### config.mk
export PLATFORM = sky130hd
export DESIGN_NAME = mac_accel
export DESIGN_NICKNAME = d
export VERILOG_FILES = /design/src/rtl/mac_accel.sv
export SDC_FILE = /design/constraint.sdc
export NUM_CORES = 1
export LEC_CHECK = 0
export CAP_MARGIN = 20
export CORE_ASPECT_RATIO = 1.5
export CORE_MARGIN = 5
export CORE_UTILIZATION = 50
export CTS_CLUSTER_DIAMETER = 40
export CTS_CLUSTER_SIZE = 8
export DETAILED_ROUTE_END_ITERATION = 10
export GPL_TIMING_DRIVEN = 0
export PLACE_DENSITY = 0.74
export SLEW_MARGIN = 40
export SYNTH_ARGS = -nofsm -noshare
export SYNTH_HDL_FRONTEND = slang
export SYNTH_SLANG_ARGS = --single-unit
### constraint.sdc
create_clock -name i_clk -period 2.7 [get_ports i_clk]
set_input_delay 0.675 -clock i_clk [delete_from_list [all_inputs] [get_ports i_clk]]
set_output_delay 0.675 -clock i_clk [all_outputs]
set_load 0.01 [all_outputs]
### src/rtl/mac_accel.sv
// Memory-mapped multiply-accumulate peripheral (window 0x200-0x20F).
// A 32-cycle shift-add multiply adds the truncated product into a 32-bit accumulator.
module mac_accel (
  input  logic        i_clk,
  input  logic        i_rst_n,
  input  logic        i_enable,
  input  logic [31:0] i_addr,
  input  logic [3:0]  i_we,
  input  logic [31:0] i_wdata,
  output logic [31:0] o_rdata
);

  typedef enum logic [1:0] {
    ST_IDLE  = 2'd0,
    ST_MUL   = 2'd1,
    ST_ACCUM = 2'd2
  } state_t;

  state_t      r_state;
  logic [31:0] r_opa;
  logic [31:0] r_opb;
  logic [31:0] r_acc;
  logic [63:0] r_mcand;
  logic [31:0] r_mplier;
  logic [31:0] r_partial;
  logic [4:0]  r_cnt;
  logic        r_done;
  logic        r_ovf;

  logic [1:0]  w_sel;
  logic        w_wr;
  logic        w_busy;
  logic [32:0] w_sum;
  logic        w_unused;

  assign w_sel    = i_addr[3:2];
  assign w_wr     = i_enable && (i_we == 4'b1111);
  assign w_busy   = (r_state != ST_IDLE);
  assign w_sum    = {1'b0, r_acc} + {1'b0, r_partial};
  assign w_unused = ^{i_addr[31:4], i_addr[1:0]};

  always_ff @(posedge i_clk or negedge i_rst_n) begin
    if (!i_rst_n) begin
      r_state   <= ST_IDLE;
      r_opa     <= 32'd0;
      r_opb     <= 32'd0;
      r_acc     <= 32'd0;
      r_mcand   <= 64'd0;
      r_mplier  <= 32'd0;
      r_partial <= 32'd0;
      r_cnt     <= 5'd0;
      r_done    <= 1'b0;
      r_ovf     <= 1'b0;
    end else begin
      // Operand writes are always accepted; the running multiply uses its own copies.
      if (w_wr && w_sel == 2'd0) r_opa <= i_wdata;
      if (w_wr && w_sel == 2'd1) r_opb <= i_wdata;

      case (r_state)
        ST_IDLE: begin
          if (w_wr && w_sel == 2'd3) r_acc <= i_wdata;
          if (w_wr && w_sel == 2'd2) begin
            if (i_wdata[1]) begin
              r_acc <= 32'd0;
              r_ovf <= 1'b0;
            end
            if (i_wdata[0]) begin
              r_mcand   <= {32'd0, r_opa};
              r_mplier  <= r_opb;
              r_partial <= 32'd0;
              r_cnt     <= 5'd0;
              r_done    <= 1'b0;
              r_state   <= ST_MUL;
            end
          end
        end
        ST_MUL: begin
          if (r_mplier[0]) r_partial <= r_partial + r_mcand[31:0];
          r_mcand  <= r_mcand << 1;
          r_mplier <= r_mplier >> 1;
          r_cnt    <= r_cnt + 5'd1;
          if (r_cnt == 5'd31) r_state <= ST_ACCUM;
        end
        ST_ACCUM: begin
          r_acc   <= w_sum[31:0];
          r_ovf   <= r_ovf | w_sum[32];
          r_done  <= 1'b1;
          r_state <= ST_IDLE;
        end
        default: r_state <= ST_IDLE;
      endcase
    end
  end

  always_comb begin
    o_rdata = 32'd0;
    if (i_enable) begin
      case (w_sel)
        2'd0:    o_rdata = r_opa;
        2'd1:    o_rdata = r_opb;
        2'd2:    o_rdata = {29'd0, r_ovf, r_done, w_busy};
        default: o_rdata = r_acc;
      endcase
    end
  end

endmodule
==> qor.txt, run 1 <==
==========================================================================================
Total power per unit cell area                                                 1020 nW/um2
Synth Area in Simple Gates                                                           0.181
Largest family of logic cells by synthesized area                             compound AO/OA/AOI/OAI gates
Fmax                                                                               347 MHz
Register-to-Register Setup Slack                                                  -0.19 ns
Flip-flop cell with the highest count after synthesis                              dfrtp_1
RR Startpoint                                                                   r_mcand[0]
Worst slack, placed                                                               -1.45 ns
Slew Limit Headroom                                                                  0.469
Count of flip-flops with a built-in enable after synthesis                               0
First DRT Iteration DRCs                                                               793
Number of max-capacitance violations reported                                            0
Drt pass-1 iters                                                                         7
Die height                                                                          204 um
Count of buffer and inverter cells on the critical path                                  1
Final Wtd Congestion                                                                 0.961
Number of inserted diodes                                                                0
CP top delay family                                                           compound AO/OA/AOI/OAI gates
Number of filler cells placed in the layout                                           2044
Routed length on met2                                                             20900 um
DR vias                                                                              11700
Fraction of synthesized cell area in xor and xnor cells                             0.0272
Synthesized netlist cell count                                                        1392
Pin count of the biggest net entering global routing                                    74
Detailed-placement wirelength estimate                                            29700 um
Category of the worst setup path capture point                                        flop
# rows                                                                                  71
Most frequent standard cell in the layout excluding fill and tap cells             nand2_1
Cells along the critical path                                                 ha_2 -> inv_2 -> fa_2 -> nor2b_4 -> o31a_1 -> o31ai_4 -> a21oi_2 -> or4b_4 -> a41o_4 -> xnor2_2 -> o22ai_1
Met3 wire len                                                                      2870 um
Worst Path Required                                                                3.05 ns
P_leak                                                                             6.98 nW
P&R area growth vs syn                                                               25.8%
Share of synthesized cell area in full adder, half adder and majority cells         0.0678
Insertion delay of the later-clocked pin in the worst-skew pair                    0.53 ns
Highest routing layer actually used                                                   met4
Fraction of layout instances using a drive strength above 1                          0.198
Area fraction of the dominant cell type after synthesis                              0.400
Syn_nets                                                                              1530
Clock tree root buffer cell                                                      clkbuf_16
Capturing point of the worst reg2reg path                                     r_partial[20]
Register Area                                                                     5030 um2
Clock-pin transition on the worst setup and hold timing paths                      0.05 ns
Critical path startpoint                                                        r_mcand[0]
Leading post-synthesis cells by cell area                                     dfrtp_1 40%, nand2_1 6.9%, ha_1 6.5%
Post-synthesis area per instance                                                  9.04 um2
Initial antenna violation count                                                          0
Number of antenna-violating nets in the routed design                                    0
Largest stage delay, worst path                                                    0.52 ns
Fin. Hold Viols                                                                          0
Crit path to                                                                  r_partial[20]
Violated checks                                                               negative setup slack
Final sum of negative setup slack                                                -0.590 ns
Least-Margin Pin Slew                                                             0.797 ns
Classification of the worst-slack hold path                                    in -> async
Synthesized cell area                                                            12600 um2
Initial cell density of the core                                                     0.504
TritonCTS Buffers                                                                       36
Sum of overflow across all layers after global routing                                   0
DRC violation count after routing                                                        0
Final setup violating endpoints                                                          8
Hold buffer count at cts                                                                 0
GRT Overall Usage                                                                    0.285
Bufs on Longest Clock Path                                                               3
Critical Path Fanout Max                                                                 3
Largest area contributor in the synthesized netlist                                dfrtp_1
WL/cell                                                                            22.1 um
Nature of the critical path startpoint                                                flop
Multi-input gate area                                                             7520 um2
Post-route clock skew                                                            0.0307 ns
Routed wire length                                                                41600 um
Status                                                                        complete, but fails checks
Die width                                                                           140 um
Number of clock sinks seen by CTS                                                      201
Most frequent cells in the layout                                             229 x nand2_1, 199 x dfrtp_1, 109 x nor2_1
Number of warnings reported in the yosys synthesis log                                   0
DIE AREA                                                                         28500 um2
Total routed wire length on the met1 layer                                        15000 um
Data arrival time of the worst path                                                3.24 ns
Async set-or-reset flop fraction in the synthesized netlist                           1.00
Via-per-instance ratio                                                                6.22
Part of the Yosys area used for sequential elements                                  0.400
Cells on worst reg2reg path                                                             11
Cell depth of the worst setup path                                                      11
Yosys cell types                                                                        82
Post-layout net count                                                                 1680
Buffers on Ports                                                                        71
Part of the cycle the worst path needs                                                1.07
Unrepaired setup endpoints after global routing                                       true
Crit Path Class                                                                 reg -> reg
Setup slack after layout                                                         -0.186 ns
Slew Viols, Final                                                                        0
CP max stage cell                                                                   or4b_4
Number of register bits inferred by synthesis                                          201
Post-synthesis compound-gate area fraction                                           0.195
Period minus WS final                                                              2.89 ns
Clock tree from TritonCTS                                                            built
CTS H-tree lvls                                                                          2
Number of top-level design ports                                                       103
Area of the core                                                                 25000 um2
Vias in the first global route                                                       12000
Global-route wire length before repair                                            64500 um
Maximum resistive drop on vdd                                                     0.492 mV
Mux cell area share after synthesis                                                 0.0946
==========================================================================================
==> where the power goes <==
group | total, mW | internal [mW] | switching [mW]
clock | 4.40 | 2.87 | 1.53
combinational | 7.31 | 3.20 | 4.11
sequential | 4.48 | 3.74 | 0.741
total | 16.2 | 9.81 | 6.38
==> per-layer routing <==
metal,GRT usage,vias to the layer above
met3,0.0543,184
met2,0.494,570
met1,0.317,5663
li1,-,5319
met5,0,-
met4,0.191,0
==> flip-flops by register name, summed over array words and instances (netlist names) <==
signal     cells
r_partial     32
r_acc         32
r_state        2
r_done         1
r_ovf          1
r_opa         32
r_opb         32
r_cnt          5
r_mcand       32
r_mplier      32
==> cell usage after synthesis, drive strengths merged, types with 24 or more instances <==
| cell | count |
|---|---|
| nor2 | 112 |
| nand3 | 24 |
| a31oi | 69 |
| mux2i | 39 |
| a21oi | 60 |
| a21o | 31 |
| dfrtp | 201 |
| mux2 | 65 |
| clkbuf | 62 |
| nand2 | 233 |
| xnor2 | 26 |
| ha | 65 |
| and2 | 40 |
| o21ai | 98 |
==> cells by family (layout without fill, tap and decap cells) <==
kind of cell               Yosys count  in the layout
AOI/OAI and AO/OA                  376            376
DFF                                201            201
and+or+nand+nor                    497            497
xor gates and xnor gates            39             39
adders and majority gates           67             67
muxes                              107            107
buffers and inverters              105            272
==> how the worst min path moves through the flow <==
stage               startpoint  endpoint  slack, ns  depth (start not counted)
detailed placement      r_done    r_done       0.48                          2
global placement        r_done    r_done       0.48                          2
global route           i_rst_n  r_cnt[3]       0.10                          1
floorplan              i_rst_n  r_acc[0]       0.38                          0
CTS                    i_rst_n  r_cnt[3]       0.09                          1
finish                 i_rst_n  r_opa[0]       0.07                          1
==> layout make-up <==
type	instances	share of cell area
plain buffers	80	0.0307
clock buffers	46	0.0658
clock inverters	9	0.00728
inverters	22	0.00522
multi-input cells	1086	0.475
flip-flops and latches	201	0.318
well taps	328	0.0259
repair buffers	115	0.0716
==> stage by stage <==
| step | hold WS (ns) | util | cells | total power [mW] | area, um2 |
|---|---|---|---|---|---|
| final | 0.0708 | 0.634 | 1887 | 16.2 | 15800 |
| after floorplan | 0.379 | - | 1392 | 9.19 | 12600 |
| after CTS | 0.0873 | 0.622 | 1878 | 15.7 | 15500 |
| after global placement | 0.484 | 0.549 | 1791 | 10.7 | 13700 |
| after global routing | 0.104 | 0.634 | 1887 | 17.1 | 15800 |
| after detailed placement | 0.480 | 0.552 | 1793 | 10.9 | 13800 |
==> what timing repair did <==
item                                    4_1_cts  5_1_grt
endpoints found under the setup margin      172      134
pin swaps                                    33       31
gates cloned                                  3        0
buffers inserted                             27       12
gates resized for setup                     202       67
Power figures use the tool's default switching activity.
==> inputs of run 2 (changes only) <==
--- a/config.mk
+++ b/config.mk
@@ -5,7 +5,6 @@
 export SDC_FILE = /design/constraint.sdc
 export NUM_CORES = 1
 export LEC_CHECK = 0
-export CAP_MARGIN = 20
 export CORE_ASPECT_RATIO = 1.5
 export CORE_MARGIN = 5
 export CORE_UTILIZATION = 50
@@ -14,7 +13,6 @@
 export DETAILED_ROUTE_END_ITERATION = 10
 export GPL_TIMING_DRIVEN = 0
 export PLACE_DENSITY = 0.74
-export SLEW_MARGIN = 40
 export SYNTH_ARGS = -nofsm -noshare
 export SYNTH_HDL_FRONTEND = slang
 export SYNTH_SLANG_ARGS = --single-unit
==> run 2 against run 1 <==
Against the previous run:
- the run still ends with negative setup slack left
- core utilization grew 0.12 points
- flip-flop and latch count did not move
- maximum frequency grew 1.9%
- register-to-register slack gained 0.05 ns
- cell area grew 0.19%
- sequential share of layout area is essentially flat
==> qor.txt, run 2 (synthesis results as in run 1) <==
=====================================================================================
Routed wire length                                                           41400 um   -0.50%
RR Startpoint                                                            r_partial[2]
Hold buffer count at cts                                                            0   unchanged
Number of clock sinks seen by CTS                                                 201   unchanged
Pin count of the biggest net entering global routing                              122   +65%
Most frequent cells in the layout                                        229 x nand2_1, 197 x dfrtp_1, 108 x nor2_1
Initial cell density of the core                                                0.504   unchanged
Die width                                                                      140 um   unchanged
# rows                                                                             71   unchanged
Maximum resistive drop on vdd                                                0.465 mV   -5.6%
Classification of the worst-slack hold path                               in -> async
GRT Overall Usage                                                               0.281   -0.00459
Cells on worst reg2reg path                                                         9   -2
Number of antenna-violating nets in the routed design                               0   unchanged
Clock tree from TritonCTS                                                       built
Fin. Hold Viols                                                                     0   unchanged
First DRT Iteration DRCs                                                          999   +26%
Insertion delay of the later-clocked pin in the worst-skew pair               0.53 ns   about the same
Violated checks                                                          negative setup slack
Die height                                                                     204 um   unchanged
DIE AREA                                                                    28500 um2   unchanged
Slew Limit Headroom                                                             0.264   -0.205
Final setup violating endpoints                                                     7   -1
P&R area growth vs syn                                                          26.0%
Via-per-instance ratio                                                           6.22   about the same
CTS H-tree lvls                                                                     2   unchanged
Post-route clock skew                                                       0.0238 ns   -0.00691 ns
P_leak                                                                        7.00 nW   +0.20%
Total power per unit cell area                                            1040 nW/um2   +2.0%
Bufs on Longest Clock Path                                                          3   unchanged
Global-route wire length before repair                                       63500 um   -1.5%
Power, Total                                                                  16.5 mW   +2.2%
Detailed-placement wirelength estimate                                       29400 um   -0.91%
Sum of overflow across all layers after global routing                              0   unchanged
TritonCTS Buffers                                                                  36   unchanged
Clock-pin transition on the worst setup and hold timing paths                 0.06 ns   about the same
Setup slack after layout                                                    -0.133 ns   +0.0528 ns
WL/cell                                                                       22.0 um   -0.39%
Worst Path Required                                                           3.06 ns   about the same
Register-to-Register Setup Slack                                             -0.13 ns   +0.05 ns
Fmax                                                                          353 MHz   +1.9%
Number of filler cells placed in the layout                                      1995   -2.4%
Buffers on Ports                                                                   71   unchanged
Period minus WS final                                                         2.83 ns   -0.0528 ns
Number of inserted diodes                                                           0   unchanged
Number of max-capacitance violations reported                                       0   unchanged
Critical path startpoint                                                 r_partial[2]
Number of top-level design ports                                                  103   unchanged
Status                                                                   complete, but fails checks
Slew Viols, Final                                                                   0   unchanged
Placed inst area                                                            13700 um2   -0.35%
Final Wtd Congestion                                                            0.961   unchanged
DR vias                                                                         11700   -0.017%
Fraction of layout instances using a drive strength above 1                     0.200   +0.00218
Final sum of negative setup slack                                           -0.435 ns   +0.155 ns
Clock tree root buffer cell                                                 clkbuf_16
Layout Cell Area excl Fill                                                  15900 um2   +0.19%
Nature of the critical path startpoint                                           flop
Vias in the first global route                                                  11900   -0.58%
Unrepaired setup endpoints after global routing                                  true
Capturing point of the worst reg2reg path                                r_partial[20]
Drt pass-1 iters                                                                    6   -1
Most frequent standard cell in the layout excluding fill and tap cells        nand2_1
Data arrival time of the worst path                                           3.19 ns   -0.05 ns
Critical Path Fanout Max                                                            4   +1
Part of the cycle the worst path needs                                           1.05   -0.0195
DRC violation count after routing                                                   0   unchanged
Category of the worst setup path capture point                                   flop
Crit path to                                                             r_partial[20]
Post-layout net count                                                            1677   -0.18%
Crit Path Class                                                            reg -> reg
Area of the core                                                            25000 um2   unchanged
Initial antenna violation count                                                     0   unchanged
Least-Margin Pin Slew                                                         1.10 ns   +0.301 ns
Share of the core filled with cells                                             0.635   +0.00120
=====================================================================================
run 2: stage by stage:
step,instances,hold slack (ns),setup slack (ns)
5_1_grt,1885,0.189,-0.186
3_3_place_gp,1791,0.484,-7.56
4_1_cts,1881,0.160,-0.202
2_1_floorplan,1392,0.379,0.0762
3_5_place_dp,1792,0.480,-1.44
6_report,1885,0.131,-0.133
run 2: where the power goes:
group	total [mW]	switching, mW	internal [mW]	leakage (nW)
sequential	4.48	0.744	3.74	2.47
clock	4.58	1.53	3.04	0.584
combinational	7.48	4.21	3.27	3.94
run 2: how the worst min path moves through the flow:
stage / depth (start not counted) / end / slack, ns / startpoint
CTS: 1 / r_cnt[3] / 0.16 / i_rst_n
finish: 1 / r_cnt[3] / 0.13 / i_rst_n
global placement: 2 / r_done / 0.48 / r_done
detailed placement: 2 / r_done / 0.48 / r_done
floorplan: 0 / r_acc[0] / 0.38 / i_rst_n
global route: 1 / r_cnt[3] / 0.19 / i_rst_n
run 2: layout make-up:
cell class,count,area [um2],share of cell area
Multi-Input combinational cell,1086,7580,0.478
Sequential cell,201,5030,0.318
Timing Repair Buffer,112,1060,0.0672
Clock buffer,47,1030,0.0653
Buffer,80,478,0.0302
Tap cell,328,410,0.0259
Clock inverter,9,163,0.0103
Inverter,22,82.6,0.00521
run 2: routing by layer:
metal  vias up  GRT usage  wire length (um)
met2       562      0.491             20500
li1       5321          -                 -
met1      5654      0.313             15000
met4         0      0.188              3100
met3       197     0.0452              2830
met5         -          0                 0
run 2: critical path, cell delays in order, from the launching register on:
cell and delay, ns:
dfrtp_1 0.43, ha_1 0.35, nor2b_4 0.15, o31a_1 0.30, o31ai_4 0.28, a21oi_2 0.13, or4b_4 0.52, a41o_4 0.25
xnor2_2 0.15, o22ai_1 0.10
run 2: what timing repair did:
item | in CTS | in global routing
setup buffers | 29 | 7
pin swaps | 33 | 30
gates resized for setup | 190 | 90
cloned | 4 | 0
setup endpoints to repair | 176 | 127
